<file path="config.mk">
export PLATFORM = sky130hd
export DESIGN_NAME = ay8910
export DESIGN_NICKNAME = d
export VERILOG_FILES = /design/src/rtl/ay_pkg.sv /design/src/rtl/ay_envelope.sv /design/src/rtl/ay8910.sv
export SDC_FILE = /design/constraint.sdc
export NUM_CORES = 1
export LEC_CHECK = 0
export ABC_AREA = 1
export BUFFER_PORTS_ARGS = -buffer_cell sky130_fd_sc_hd__clkbuf_2
export CAP_MARGIN = 20
export CORE_MARGIN = 1
export CORE_UTILIZATION = 44
export DETAILED_ROUTE_END_ITERATION = 8
export SETUP_SLACK_MARGIN = 0.02
export SLEW_MARGIN = 10
export SYNTH_ARGS = -nofsm -noshare
export SYNTH_HDL_FRONTEND = slang
export SYNTH_SLANG_ARGS = --single-unit
export TNS_END_PERCENT = 20
</file>
<file path="constraint.sdc">
create_clock -name clock -period 4.85 [get_ports clock]
set_input_delay 0 -clock clock [delete_from_list [all_inputs] [get_ports clock]]
set_output_delay 0 -clock clock [all_outputs]
set_load 0.01 [all_outputs]
</file>
<file path="src/rtl/ay_pkg.sv">
// ay_pkg: register map, readback masks, DAC table and envelope shape bits for the AY-3-8910 PSG
package ay_pkg;
    localparam logic [3:0] AY_TONE_A_L  = 4'd0;
    localparam logic [3:0] AY_TONE_A_H  = 4'd1;
    localparam logic [3:0] AY_TONE_B_L  = 4'd2;
    localparam logic [3:0] AY_TONE_B_H  = 4'd3;
    localparam logic [3:0] AY_TONE_C_L  = 4'd4;
    localparam logic [3:0] AY_TONE_C_H  = 4'd5;
    localparam logic [3:0] AY_NOISE     = 4'd6;
    localparam logic [3:0] AY_MIXER     = 4'd7;
    localparam logic [3:0] AY_AMP_A     = 4'd8;
    localparam logic [3:0] AY_AMP_B     = 4'd9;
    localparam logic [3:0] AY_AMP_C     = 4'd10;
    localparam logic [3:0] AY_ENV_L     = 4'd11;
    localparam logic [3:0] AY_ENV_H     = 4'd12;
    localparam logic [3:0] AY_ENV_SHAPE = 4'd13;
    localparam logic [3:0] AY_IO_A      = 4'd14;
    localparam logic [3:0] AY_IO_B      = 4'd15;

    localparam int SHAPE_HOLD = 0;
    localparam int SHAPE_ALT  = 1;
    localparam int SHAPE_ATT  = 2;
    localparam int SHAPE_CONT = 3;

    // Bits that exist in each register; the rest read back as zero
    function automatic logic [7:0] ay_mask(input logic [3:0] idx);
        case (idx)
            AY_TONE_A_H, AY_TONE_B_H, AY_TONE_C_H, AY_ENV_SHAPE: ay_mask = 8'h0F;
            AY_NOISE, AY_AMP_A, AY_AMP_B, AY_AMP_C:              ay_mask = 8'h1F;
            AY_MIXER:                                            ay_mask = 8'h3F;
            AY_IO_A, AY_IO_B:                                    ay_mask = 8'h00;
            default:                                             ay_mask = 8'hFF;
        endcase
    endfunction

    // Logarithmic volume curve, roughly 3 dB per step
    function automatic logic [7:0] ay_dac(input logic [3:0] v);
        case (v)
            4'd0:    ay_dac = 8'd0;
            4'd1:    ay_dac = 8'd2;
            4'd2:    ay_dac = 8'd3;
            4'd3:    ay_dac = 8'd4;
            4'd4:    ay_dac = 8'd6;
            4'd5:    ay_dac = 8'd8;
            4'd6:    ay_dac = 8'd11;
            4'd7:    ay_dac = 8'd16;
            4'd8:    ay_dac = 8'd23;
            4'd9:    ay_dac = 8'd32;
            4'd10:   ay_dac = 8'd45;
            4'd11:   ay_dac = 8'd64;
            4'd12:   ay_dac = 8'd90;
            4'd13:   ay_dac = 8'd128;
            4'd14:   ay_dac = 8'd181;
            default: ay_dac = 8'd255;
        endcase
    endfunction
endpackage

</file>
<file path="src/rtl/ay_envelope.sv">
// ay_envelope: envelope period counter plus step/direction/hold shape sequencing
module ay_envelope
    import ay_pkg::*;
(
    input  logic        clock,
    input  logic        reset,
    input  logic        i_tick16,
    input  logic [15:0] i_period,
    input  logic [3:0]  i_shape,
    input  logic        i_restart,
    output logic [3:0]  o_level
);
    logic [15:0] r_cnt;
    logic [3:0]  r_step;
    logic        r_dir;
    logic        r_hold;
    logic [15:0] w_max;
    logic        w_wrap;

    assign w_max   = (i_period == 16'd0) ? 16'd1 : i_period;
    assign w_wrap  = i_tick16 && ({1'b0, r_cnt} + 17'd1 >= {1'b0, w_max});
    assign o_level = r_dir ? r_step : ~r_step;

    // Period counter runs freely; holding is expressed by parking step at 15 with dir chosen for the final level
    always_ff @(posedge clock) begin
        if (reset) begin
            r_cnt  <= '0;
            r_step <= '0;
            r_dir  <= 1'b0;
            r_hold <= 1'b0;
        end else begin
            if (i_tick16) r_cnt <= w_wrap ? 16'd0 : r_cnt + 16'd1;
            if (i_restart) begin
                r_step <= '0;
                r_dir  <= i_shape[SHAPE_ATT];
                r_hold <= 1'b0;
            end else if (w_wrap && !r_hold) begin
                if (r_step != 4'd15) begin
                    r_step <= r_step + 4'd1;
                end else if (!i_shape[SHAPE_CONT]) begin
                    r_hold <= 1'b1;
                    r_dir  <= 1'b0;
                end else if (i_shape[SHAPE_HOLD]) begin
                    r_hold <= 1'b1;
                    r_dir  <= r_dir ^ i_shape[SHAPE_ALT];
                end else begin
                    r_step <= '0;
                    r_dir  <= r_dir ^ i_shape[SHAPE_ALT];
                end
            end
        end
    end
endmodule

</file>
<file path="src/rtl/ay8910.sv">
// ay8910: AY-3-8910 compatible PSG with three tones, noise, envelope and a 10-bit mixed PCM output
module ay8910
    import ay_pkg::*;
#(
    parameter int FREQ = 7,
    parameter int FREF = 100
) (
    input  logic       clock,
    input  logic       reset,
    input  logic [3:0] ay_reg,
    input  logic [7:0] ay_data_o,
    input  logic       ay_req,
    output logic [7:0] ay_data_i,
    output logic [9:0] pcm
);
    logic [7:0]  r_regs [16];
    logic [15:0] r_acc;
    logic [3:0]  r_pre;
    logic [11:0] r_tcnt [3];
    logic [2:0]  r_tone;
    logic [4:0]  r_ncnt;
    logic [16:0] r_lfsr;
    logic [9:0]  r_pcm;
    logic [15:0] w_acc_nx;
    logic        w_ce;
    logic        w_tick8;
    logic        w_tick16;
    logic [11:0] w_tp [3];
    logic [11:0] w_tmax [3];
    logic [3:0]  w_vol [3];
    logic [7:0]  w_chv [3];
    logic [2:0]  w_on;
    logic [4:0]  w_nmax;
    logic [3:0]  w_env;
    logic        w_env_restart;
    logic [3:0]  w_env_shape;

    assign w_acc_nx      = r_acc + 16'(FREQ);
    assign w_ce          = w_acc_nx >= 16'(FREF);
    assign w_tick8       = w_ce && (r_pre[2:0] == 3'd7);
    assign w_tick16      = w_ce && (r_pre == 4'd15);
    assign w_nmax        = (r_regs[AY_NOISE][4:0] == 5'd0) ? 5'd1 : r_regs[AY_NOISE][4:0];
    assign w_env_restart = ay_req && (ay_reg == AY_ENV_SHAPE);
    assign w_env_shape   = w_env_restart ? ay_data_o[3:0] : r_regs[AY_ENV_SHAPE][3:0];
    assign ay_data_i     = (ay_reg >= AY_IO_A) ? 8'hFF : (r_regs[ay_reg] & ay_mask(ay_reg));
    assign pcm           = r_pcm;

    for (genvar g = 0; g < 3; g++) begin : g_ch
        assign w_tp[g]   = {r_regs[2*g+1][3:0], r_regs[2*g]};
        assign w_tmax[g] = (w_tp[g] == 12'd0) ? 12'd1 : w_tp[g];
        assign w_vol[g]  = r_regs[AY_AMP_A+g][4] ? w_env : r_regs[AY_AMP_A+g][3:0];
        assign w_on[g]   = (r_tone[g] | r_regs[AY_MIXER][g]) & (r_lfsr[0] | r_regs[AY_MIXER][g+3]);
        assign w_chv[g]  = w_on[g] ? ay_dac(w_vol[g]) : 8'd0;
    end

    // Fractional divider produces the 1.75 MHz enable; prescaler derives the /8 and /16 ticks
    always_ff @(posedge clock) begin
        if (reset) begin
            r_acc <= '0;
            r_pre <= '0;
        end else begin
            r_acc <= w_ce ? w_acc_nx - 16'(FREF) : w_acc_nx;
            if (w_ce) r_pre <= r_pre + 4'd1;
        end
    end

    // CPU writes land immediately, regardless of the generator enable
    always_ff @(posedge clock) begin
        if (reset) begin
            for (int i = 0; i < 16; i++) r_regs[i] <= '0;
        end else if (ay_req) begin
            r_regs[ay_reg] <= ay_data_o;
        end
    end

    // Tone counters; >= lets a shortened period wrap at once instead of running to 4095
    always_ff @(posedge clock) begin
        if (reset) begin
            r_tone <= '0;
            for (int c = 0; c < 3; c++) r_tcnt[c] <= '0;
        end else if (w_tick8) begin
            for (int c = 0; c < 3; c++) begin
                if ({1'b0, r_tcnt[c]} + 13'd1 >= {1'b0, w_tmax[c]}) begin
                    r_tcnt[c] <= '0;
                    r_tone[c] <= ~r_tone[c];
                end else begin
                    r_tcnt[c] <= r_tcnt[c] + 12'd1;
                end
            end
        end
    end

    // Noise period counter shifts the 17-bit LFSR on each wrap
    always_ff @(posedge clock) begin
        if (reset) begin
            r_ncnt <= '0;
            r_lfsr <= 17'h1;
        end else if (w_tick16) begin
            if ({1'b0, r_ncnt} + 6'd1 >= {1'b0, w_nmax}) begin
                r_ncnt <= '0;
                r_lfsr <= {r_lfsr[0] ^ r_lfsr[3], r_lfsr[16:1]};
            end else begin
                r_ncnt <= r_ncnt + 5'd1;
            end
        end
    end

    ay_envelope u_env (
        .clock     (clock),
        .reset     (reset),
        .i_tick16  (w_tick16),
        .i_period  ({r_regs[AY_ENV_H], r_regs[AY_ENV_L]}),
        .i_shape   (w_env_shape),
        .i_restart (w_env_restart),
        .o_level   (w_env)
    );

    // Registered mix of the three channel DAC values
    always_ff @(posedge clock) begin
        if (reset) r_pcm <= '0;
        else       r_pcm <= {2'b0, w_chv[0]} + {2'b0, w_chv[1]} + {2'b0, w_chv[2]};
    end
endmodule

</file>
==> out/metrics.cfg, run 1 <==
[timing]
fmax_ghz = 0.241
relSlewSlack_pct = 41.6
period_share_pct = 85.5
fin_hold_ws_ps = 128
layout_min_cycle_time_ps = 4150
tns_ps = 0
maxSlewViolCount = 0
setup_viol = 0
worst_pin_slew_ps = 873
rsz0062_at_grt = false
final_hold_viol_count = 0
clock_skew_ps = 27.1

[pwr]
p_int_w = 0.00377
pwr-share-clk_pct = 36.4
vdd_ir_drop_max_uv = 276
swShare_pct = 30.6
power.switching_w = 0.00166
p_leak_nw = 7.04
p_per_area_nw_per_um2 = 349
combinationalPowerShare_pct = 19.8
sequentialPowerShare_pct = 43.8

[flow_run]
maxCapViolations = 0

[worst_setup_path]
startpoint_type = flop
cp_max_fo = 6
path_class = flop to flop
cp.arrival_ps = 4620
max_stage_delay_ps = 550
crit_chain = xnor2_1 -> o21ai_0 -> ha_1 -> nor2_1 -> nor2_1 -> o21ai_0 -> o21ai_0 -> inv_1 -> fa_1 -> inv_1 -> ha_1 -> inv_1 -> fa_1 -> o31ai_1 -> nand2_1 -> inv_1 -> o21ai_0 -> a21boi_0 -> o21ai_0 -> nor2_1
critPathMostFrequentCell = o21ai_0
crit_slowest_cell = o21ai_0
cp.required_ps = 5320
r2r_setup_slack_ps = 700
end_kind = flop

[route]
wl_per_cell_um = 15.2
drt_iter0_markers = 820
remaining_drc_errors = 0
postRouteAntennaNets = 0
first_pass_iters = 5
vias = 11500
via_per_inst = 5.18
wl_um = 33800

[yosys]
yosysUniqueCellTypes = 51
async_flop_share_pct = 0
seq_area_frac_synth_pct = 43.8
syn-cell-area_um2 = 14200
synth_top_area_share_pct = 33.0
synth.top_cells.by_area = edfxtp_1 33%, dfxtp_1 11%, nor2_1 8.5%, ha_1 8.1%, nand2_1 7.6%
synth_flop_cell = edfxtp_1
ys_warn_count = 0
synth_edf_count = 156
synth_area_leader_cell = edfxtp_1
ys_ff_latch = 233
synth_cells = 1785
syn_area_per_cell_um2 = 7.96
syn-num-nets = 1901

[global_routing]
grt_pass1_vias = 11100
antenna_found_initial = 0
grt_pass1_wl_um = 55900
grt_max_degree = 58
grt_usage_pct = 20.9
grt_overflow_total = 0

[final_layout]
layout.nets = 1920
final_util_pct = 49.2
synthToLayoutAreaGrowth_pct = 9.54
design_area_um2 = 15600
antenna_cells = 0
drive_gt1_share_pct = 6.20
fin_cells = 2226

[floorplan]
ioPinCount = 33
start_util_pct = 44.9
die_h_um = 182
num_rows = 65
design.core.area_um2 = 31600
dieArea_um2 = 33000
die_w_um = 182

[clocking]
clkTransAtPathRegs_ps = 60
clkSinkCount = 233
root_buffer = clkbuf_16
htreeDepth = 1
numCtsBuffers = 28
clkLatencyLatePin_ps = 560
tritoncts = yes
ctsResizeCount = 0
cts_max_path_buffers = 3

[placed_design]
dp.cells = 2174
place_hpwl_um = 24300
placed_cell_area_um2 = 14700
gp_congestion = 0.886
io_buffers = 32

[run_status]
outcome = finished, final reports clean

[min_path]
hp-class = input port to flop

[state kept, by name, summed over array words and instances (netlist names)]
signal / cells
pcm: 10
r_acc: 16
r_lfsr: 17
r_ncnt: 5
r_pre: 4
r_regs: 120
r_tcnt: 36
r_tone: 3
u_env.r_cnt: 16
u_env.r_dir: 1
u_env.r_hold: 1
u_env.r_step: 4
[final cells by class]
class / instances / area [um^2]
well taps: 402 / 503
inverters: 271 / 1020
repair buffers: 40 / 225
flip-flops and latches: 233 / 6230
clock buffers: 40 / 766
multi-input cells: 1230 / 6740
clock inverters: 10 / 91.3
fillers: 3069 / 16100
[cell usage in the layout, fill, tap and decap left out, types with 4 or more instances in the layout]
cell         n
ha_1        92
nor4_1       8
or2_2        7
dfxtp_1     77
nor2_1     321
inv_1      262
a21oi_1    107
clkbuf_2    32
edfxtp_1   156
nand3b_1     4
o211ai_1     5
clkbuf_16   28
xnor2_1      7
o21ai_0    154
nand2_2      6
nor2_2       6
fa_1         9
buf_4        6
a41o_1       6
nor3_1      24
nand3_1     57
nand4_1     30
a211oi_1    10
clkbuf_1    10
nand2_1    288
o22ai_1      9
inv_2        5
clkinv_1     5
xor2_1      43
[power by group through the flow]
stage | sequential, W | clock (W) | combinational, W
5_1_grt | 0.00240 | 0.00209 | 0.00125
6_report | 0.00238 | 0.00198 | 0.00108
3_5_place_dp | 0.00242 | 0 | 0.00107
3_3_place_gp | 0.00241 | 0 | 0.00105
4_1_cts | 0.00238 | 0.00203 | 0.00108
2_1_floorplan | 0.00240 | 0 | 0.000807
[logic make-up (layout without fill, tap and decap cells)]
kind of cell	after synthesis	after routing	synth area share [%]
AND/OR/NAND/NOR	765	765	22.9
adder cells (fa/ha/maj)	101	101	9.37
flip-flops	233	233	43.8
AO/OA/AOI/OAI	313	313	11.9
XOR/XNOR	51	51	3.20
buffers and inverters	322	361	8.80
[metal layers]
| layer | GRT usage [%] | routed length (um) | vias up |
|---|---|---|---|
| met5 | 0 | 0 | - |
| met4 | 6.20 | 927 | 0 |
| met3 | 2.89 | 1620 | 56 |
| met2 | 34.7 | 15300 | 244 |
| met1 | 28.4 | 16000 | 5325 |
| li1 | - | - | 5908 |
[what timing repair did]
item / CTS / global route
hold buffers: 2 / 0
hold endpoints to repair: 25 / 0
setup buffers: 0 / 0
[Yosys cell counts (4+ instances only)]
master,instances
a211oi_1,10
a21oi_1,107
a41o_1,6
buf_4,5
clkbuf_1,41
dfxtp_1,77
edfxtp_1,156
fa_1,9
ha_1,92
inv_1,264
nand2_1,288
nand2_2,6
nand3_1,57
nand3b_1,4
nand4_1,30
nor2_1,321
nor2_2,6
nor3_1,24
nor4_1,8
o211ai_1,5
o21ai_0,154
o22ai_1,9
or2_2,7
xnor2_1,7
xor2_1,43
[worst max-delay path, delay by kind of cell, from the launching register on]
family                   cells  cell delay (ps)
buffers and inverters        4              290
AND/OR/NAND/NOR              4              420
XOR/XNOR                     1              150
adder cells (fa/ha/maj)      4             1340
AO/OA/AOI/OAI                7             1450
flip-flops                   1              440
[final timing paths]
| check | cells after the start | endpoint | startpoint |
|---|---|---|---|
| setup reg to reg | 20 | pcm[9] | u_env.r_dir |
| hold reg to reg | 1 | r_acc[0] | r_acc[0] |
| hold / removal | 3 | r_regs[13][5] | ay_data_o[5] |
| setup / recovery | 20 | pcm[9] | u_env.r_dir |
[stage by stage]
stage / setup WS [ps] / power (W)
floorplan: 1120 / 0.00320
global placement: 879 / 0.00347
detailed placement: 750 / 0.00349
CTS: 727 / 0.00548
global route: 335 / 0.00573
finish: 703 / 0.00543
Note: power is estimated with default switching activity, not from simulation.
==> inputs of run 2 (changes only) <==
--- a/config.mk
+++ b/config.mk
@@ -11,6 +11,7 @@
 export CORE_MARGIN = 1
 export CORE_UTILIZATION = 44
 export DETAILED_ROUTE_END_ITERATION = 8
+export PLACE_DENSITY_LB_ADDON = 0.3
 export SETUP_SLACK_MARGIN = 0.02
 export SLEW_MARGIN = 10
 export SYNTH_ARGS = -nofsm -noshare
==> out/metrics.cfg, run 2 (synthesis gave the netlist of run 1 again) <==
[run_status]
outcome = finished, final reports clean

[worst_setup_path]
crit_chain = xnor2_1 -> o21ai_0 -> ha_1 -> nor2_1 -> nor2_1 -> o21ai_0 -> o21ai_0 -> inv_1 -> fa_1 -> inv_1 -> ha_1 -> inv_1 -> fa_1 -> o31ai_1 -> nand2_1 -> inv_1 -> o21ai_0 -> a21boi_0 -> o21ai_0 -> nor2_1
r2r.worst_path.cells = 20
critPathTopFamily = compound AO/OA/AOI/OAI gates
crit_slowest_cell = o21ai_0
startpoint_type = flop
r2r_setup_slack_ps = 680
cp.required_ps = 5300
timing.rr.end = pcm[9]
rr_startpoint = u_env.r_dir
crit_start = u_env.r_dir
cp_max_fo = 6
path_class = flop to flop
cp.arrival_ps = 4620
cp_num_buf_inv = 4
end_kind = flop
critPathMostFrequentCell = o21ai_0
max_stage_delay_ps = 540
crit_path_end = pcm[9]
path_depth = 20

[clocking]
numCtsBuffers = 27
clkTransAtPathRegs_ps = 60
htreeDepth = 1
root_buffer = clkbuf_16
cts_max_path_buffers = 3
post-cts-setup-buffers = 0
tritoncts = yes
clkSinkCount = 233
clkLatencyLatePin_ps = 530

[route]
drt_iter0_markers = 937
remaining_drc_errors = 0
wl_per_cell_um = 14.8
first_pass_iters = 7
wl_um = 32800
vias = 11600
via_per_inst = 5.22
postRouteAntennaNets = 0

[global_routing]
antenna_found_initial = 0
grtUsageMet2_pct = 32.7
grt_pass1_vias = 10800
grt_use_met1_pct = 28.0
grt_overflow_total = 0
grt_usage_pct = 20.0
grtUsageMet3_pct = 2.67
grt_max_degree = 51
top_usage_layer = met2
grt_pass1_wl_um = 53700

[final_layout]
reg.largest.list = r_regs x120, r_tcnt x36, r_lfsr x17
antenna_cells = 0
largest_reg_flops = 120
layout_common_cells = 321 x nor2_1, 288 x nand2_1, 262 x inv_1
drive_gt1_share_pct = 5.99
regMostFlops = r_regs
layout.nets = 1917
synthToLayoutAreaGrowth_pct = 9.52
final_util_pct = 49.2
final_common_cell = nor2_1

[timing]
period_share_pct = 85.9
tns_ps = 0
relSlewSlack_pct = 34.8
rsz0062_at_grt = false
setup_viol = 0
clock_skew_ps = 10.5
final_hold_viol_count = 0
worst_pin_slew_ps = 979
maxSlewViolCount = 0
fmax_ghz = 0.240
layout_min_cycle_time_ps = 4170

[floorplan]
num_rows = 65
start_util_pct = 44.9
design.core.area_um2 = 31600
dieArea_um2 = 33000
die_h_um = 182
die_w_um = 182
ioPinCount = 33

[pwr]
p_leak_nw = 7.04
vdd_ir_drop_max_uv = 310
p_per_area_nw_per_um2 = 352

[min_path]
hp-class = input port to flop
min_from = ay_data_o[6]

[placed_design]
place_hpwl_um = 23700
gp_congestion = 0.898
io_buffers = 32

[flow_run]
maxCapViolations = 0

==> run 2: cell count changes in the layout (fill, tap and decap cells not counted), moves of 2 or more <==
cell,previous run,this run
bufinv_16,1,4
clkbuf_1,10,12
clkbuf_8,2,0
clkinvlp_4,3,1
==> run 2: cell type report <==
class                   count  area [um^2]
clock buffers              39          721
well taps                 402          503
repair buffers             38          208
clock inverters            10          150
flip-flops and latches    233         6230
fillers                  2966        16100
inverters                 271         1020
multi-input cells        1230         6740
==> run 2: metal layers <==
metal | routed length [um] | part of all wire [%] | vias to the layer above
met5 | 0 | 0 | -
met4 | 608 | 1.9 | 0
met3 | 2080 | 6.4 | 37
met2 | 14800 | 45 | 341
met1 | 15300 | 47 | 5325
li1 | - | - | 5906
==> run 2: how the worst min path moves through the flow <==
stage / endpoint / slack (ps) / cells after the start
after global routing: r_regs[9][6] / 130 / 3
after CTS: r_regs[14][5] / 120 / 3
final: r_regs[13][6] / 130 / 3
after global placement: pcm[4] / 390 / 1
after detailed placement: pcm[0] / 400 / 1
after floorplan: ay_data_i[4] / 210 / 2
==> run 2: worst reg2reg max path: cells and delay by family, from the launching register on <==
| family | cells | cell delay, ps |
|---|---|---|
| AO/OA/AOI/OAI | 7 | 1470 |
| XOR/XNOR | 1 | 150 |
| adder cells (fa/ha/maj) | 4 | 1330 |
| buffers and inverters | 4 | 280 |
| flip-flops | 1 | 450 |
| AND/OR/NAND/NOR | 4 | 400 |
==> run 2: power breakdown <==
group	leakage (nW)	switching [W]	internal (W)
Sequential	2.14	0.000103	0.00227
Combinational	4.48	0.000731	0.000347
Clock	0.418	0.000790	0.00124
==> run 2: what timing repair did <==
item                      CTS  global route
hold endpoints to repair    1             0
resized for setup           0             0
hold buffers                1             0
==> run 2: metrics by stage <==
stage | instances | total power (W) | setup WS, ps | area [um^2] | hold slack, ps
final | 2223 | 0.00548 | 682 | 15600 | 134
after global routing | 2223 | 0.00576 | 266 | 15600 | 130
after CTS | 2223 | 0.00551 | 682 | 15600 | 117
after detailed placement | 2173 | 0.00348 | 710 | 14700 | 396
after global placement | 2173 | 0.00345 | 879 | 14700 | 393
after floorplan | 1785 | 0.00320 | 1120 | 14200 | 212
==> inputs of run 3 (changes only) <==
==> constraint.sdc (replaced) <==
create_clock -name clock -period 4.85 [get_ports clock]
set_input_delay 0 -clock clock [delete_from_list [all_inputs] [get_ports clock]]
set_output_delay 0 -clock clock [all_outputs]
set_load 0.05 [all_outputs]
==> out/metrics.cfg, run 3 (synthesis gave the netlist of run 1 again) <==
[worst_setup_path]
cp.arrival_ps = 4620
cp_max_fo = 6
path_class = flop to flop
startpoint_type = flop
cp.required_ps = 5330
end_kind = flop

[timing]
period_share_pct = 85.5
layout_min_cycle_time_ps = 4150
fmax_ghz = 0.241
relSlewSlack_pct = 35.9
rsz0062_at_grt = false
worst_pin_slew_ps = 961
setup_viol = 0
layout_setup_ws_ps = 703
final_hold_viol_count = 0
clock_skew_ps = 26.1
tns_ps = 0
maxSlewViolCount = 0

[global_routing]
grt_pass1_vias = 10900
grt_max_degree = 51
grt_pass1_wl_um = 53800
grt_usage_pct = 20.1
antenna_found_initial = 0
grt_overflow_total = 0

[route]
first_pass_iters = 5
postRouteAntennaNets = 0
vias = 11700
via_per_inst = 5.26
wl_um = 33100
remaining_drc_errors = 0
wl_per_cell_um = 14.9
drt_iter0_markers = 922

[clocking]
clkTransAtPathRegs_ps = 60
clkLatencyLatePin_ps = 550
numCtsBuffers = 27
cts_max_path_buffers = 3
htreeDepth = 1
clkSinkCount = 233
ctsResizeCount = 0
root_buffer = clkbuf_16
tritoncts = yes

[flow_run]
maxCapViolations = 0

[floorplan]
ioPinCount = 33
dieArea_um2 = 33000
die_w_um = 182
design.core.area_um2 = 31600
die_h_um = 182
num_rows = 65
start_util_pct = 44.9

[placed_design]
post-place-ws_ps = 711
gp_congestion = 0.893
place_hpwl_um = 23800
io_buffers = 32
placed_cell_area_um2 = 14700

[final_layout]
layout.nets = 1917
drive_gt1_share_pct = 6.31
largest_reg_flops = 120
synthToLayoutAreaGrowth_pct = 9.50
nFillCells = 2958
reg.largest.list = r_regs x120, r_tcnt x36, r_lfsr x17
layout_common_cells = 321 x nor2_1, 288 x nand2_1, 262 x inv_1
final_common_cell = nor2_1
design_area_um2 = 15600
regMostFlops = r_regs
antenna_cells = 0

[pwr]
power.switching_w = 0.00175
sequentialPowerShare_pct = 42.8
power.total_w = 0.00554
swShare_pct = 31.6
pwr-share-clk_pct = 36.2
p_int_w = 0.00379
p_leak_nw = 7.04
p_per_area_nw_per_um2 = 356
vdd_ir_drop_max_uv = 317
combinationalPowerShare_pct = 20.9

[run_status]
outcome = finished, final reports clean

[min_path]
hp-class = input port to flop

-- run 3: critical path, cell delays in order, from the launching register on --
cell	delay, ps
dfxtp_1	450
xor2_1	150
o21ai_0	530
ha_1	350
nand2_1	100
o21ai_0	100
o22ai_1	190
inv_1	90
fa_1	470
inv_1	70
ha_1	160
inv_1	60
fa_1	390
o31ai_1	310
nand2_1	80
inv_1	70
o21ai_0	90
a21boi_0	230
o21ai_0	110
nor2_1	80
-- run 3: worst paths after layout --
check / startpoint / to / slack (ps) / cells after the start
setup / recovery: u_env.r_dir / pcm[9] / 700 / 19
hold / removal: ay_data_o[6] / r_regs[12][6] / 90 / 3
setup reg to reg: u_env.r_dir / pcm[9] / 700 / 19
hold reg to reg: r_acc[0] / r_acc[0] / 450 / 1
-- run 3: metrics by stage --
step / std cells / hold slack [ps] / util (%)
after floorplan: 1785 / 253 / -
after global placement: 2173 / 432 / 46.4
after detailed placement: 2173 / 441 / 46.4
after CTS: 2224 / 80.4 / 49.2
after global routing: 2224 / 102 / 49.2
final: 2224 / 93.3 / 49.2
-- run 3: layout make-up --
cell class                 instances  area, um^2  share of cell area [%]
multi-input combinational       1230        6740                    43.3
sequential                       233        6230                    40.0
inverter                         271        1020                    6.57
clock buffer                      29         683                    4.39
tap                              402         503                    3.23
timing repair buffer              38         208                    1.33
clock inverter                    21         185                    1.19
-- run 3: power by group through the flow --
stage                     Sequential, W  Clock (W)  Combinational, W
after floorplan                 0.00246          0          0.000835
after global placement          0.00241          0           0.00113
after detailed placement        0.00242          0           0.00115
after CTS                       0.00237    0.00205           0.00116
after global routing            0.00240    0.00212           0.00132
final                           0.00237    0.00201           0.00116
-- run 3: metal layers --
| metal | GRT usage [%] | vias up | part of all wire (%) |
|---|---|---|---|
| met4 | 5.05 | 0 | 1.8 |
| li1 | - | 5913 | - |
| met1 | 27.6 | 5402 | 46 |
| met2 | 32.9 | 343 | 45 |
| met3 | 3.49 | 50 | 6.9 |
| met5 | 0 | - | 0 |
-- run 3: timing repair --
item,CTS,global route
buffers inserted,0,0
hold buffers,1,0
endpoints found under the hold margin,1,0
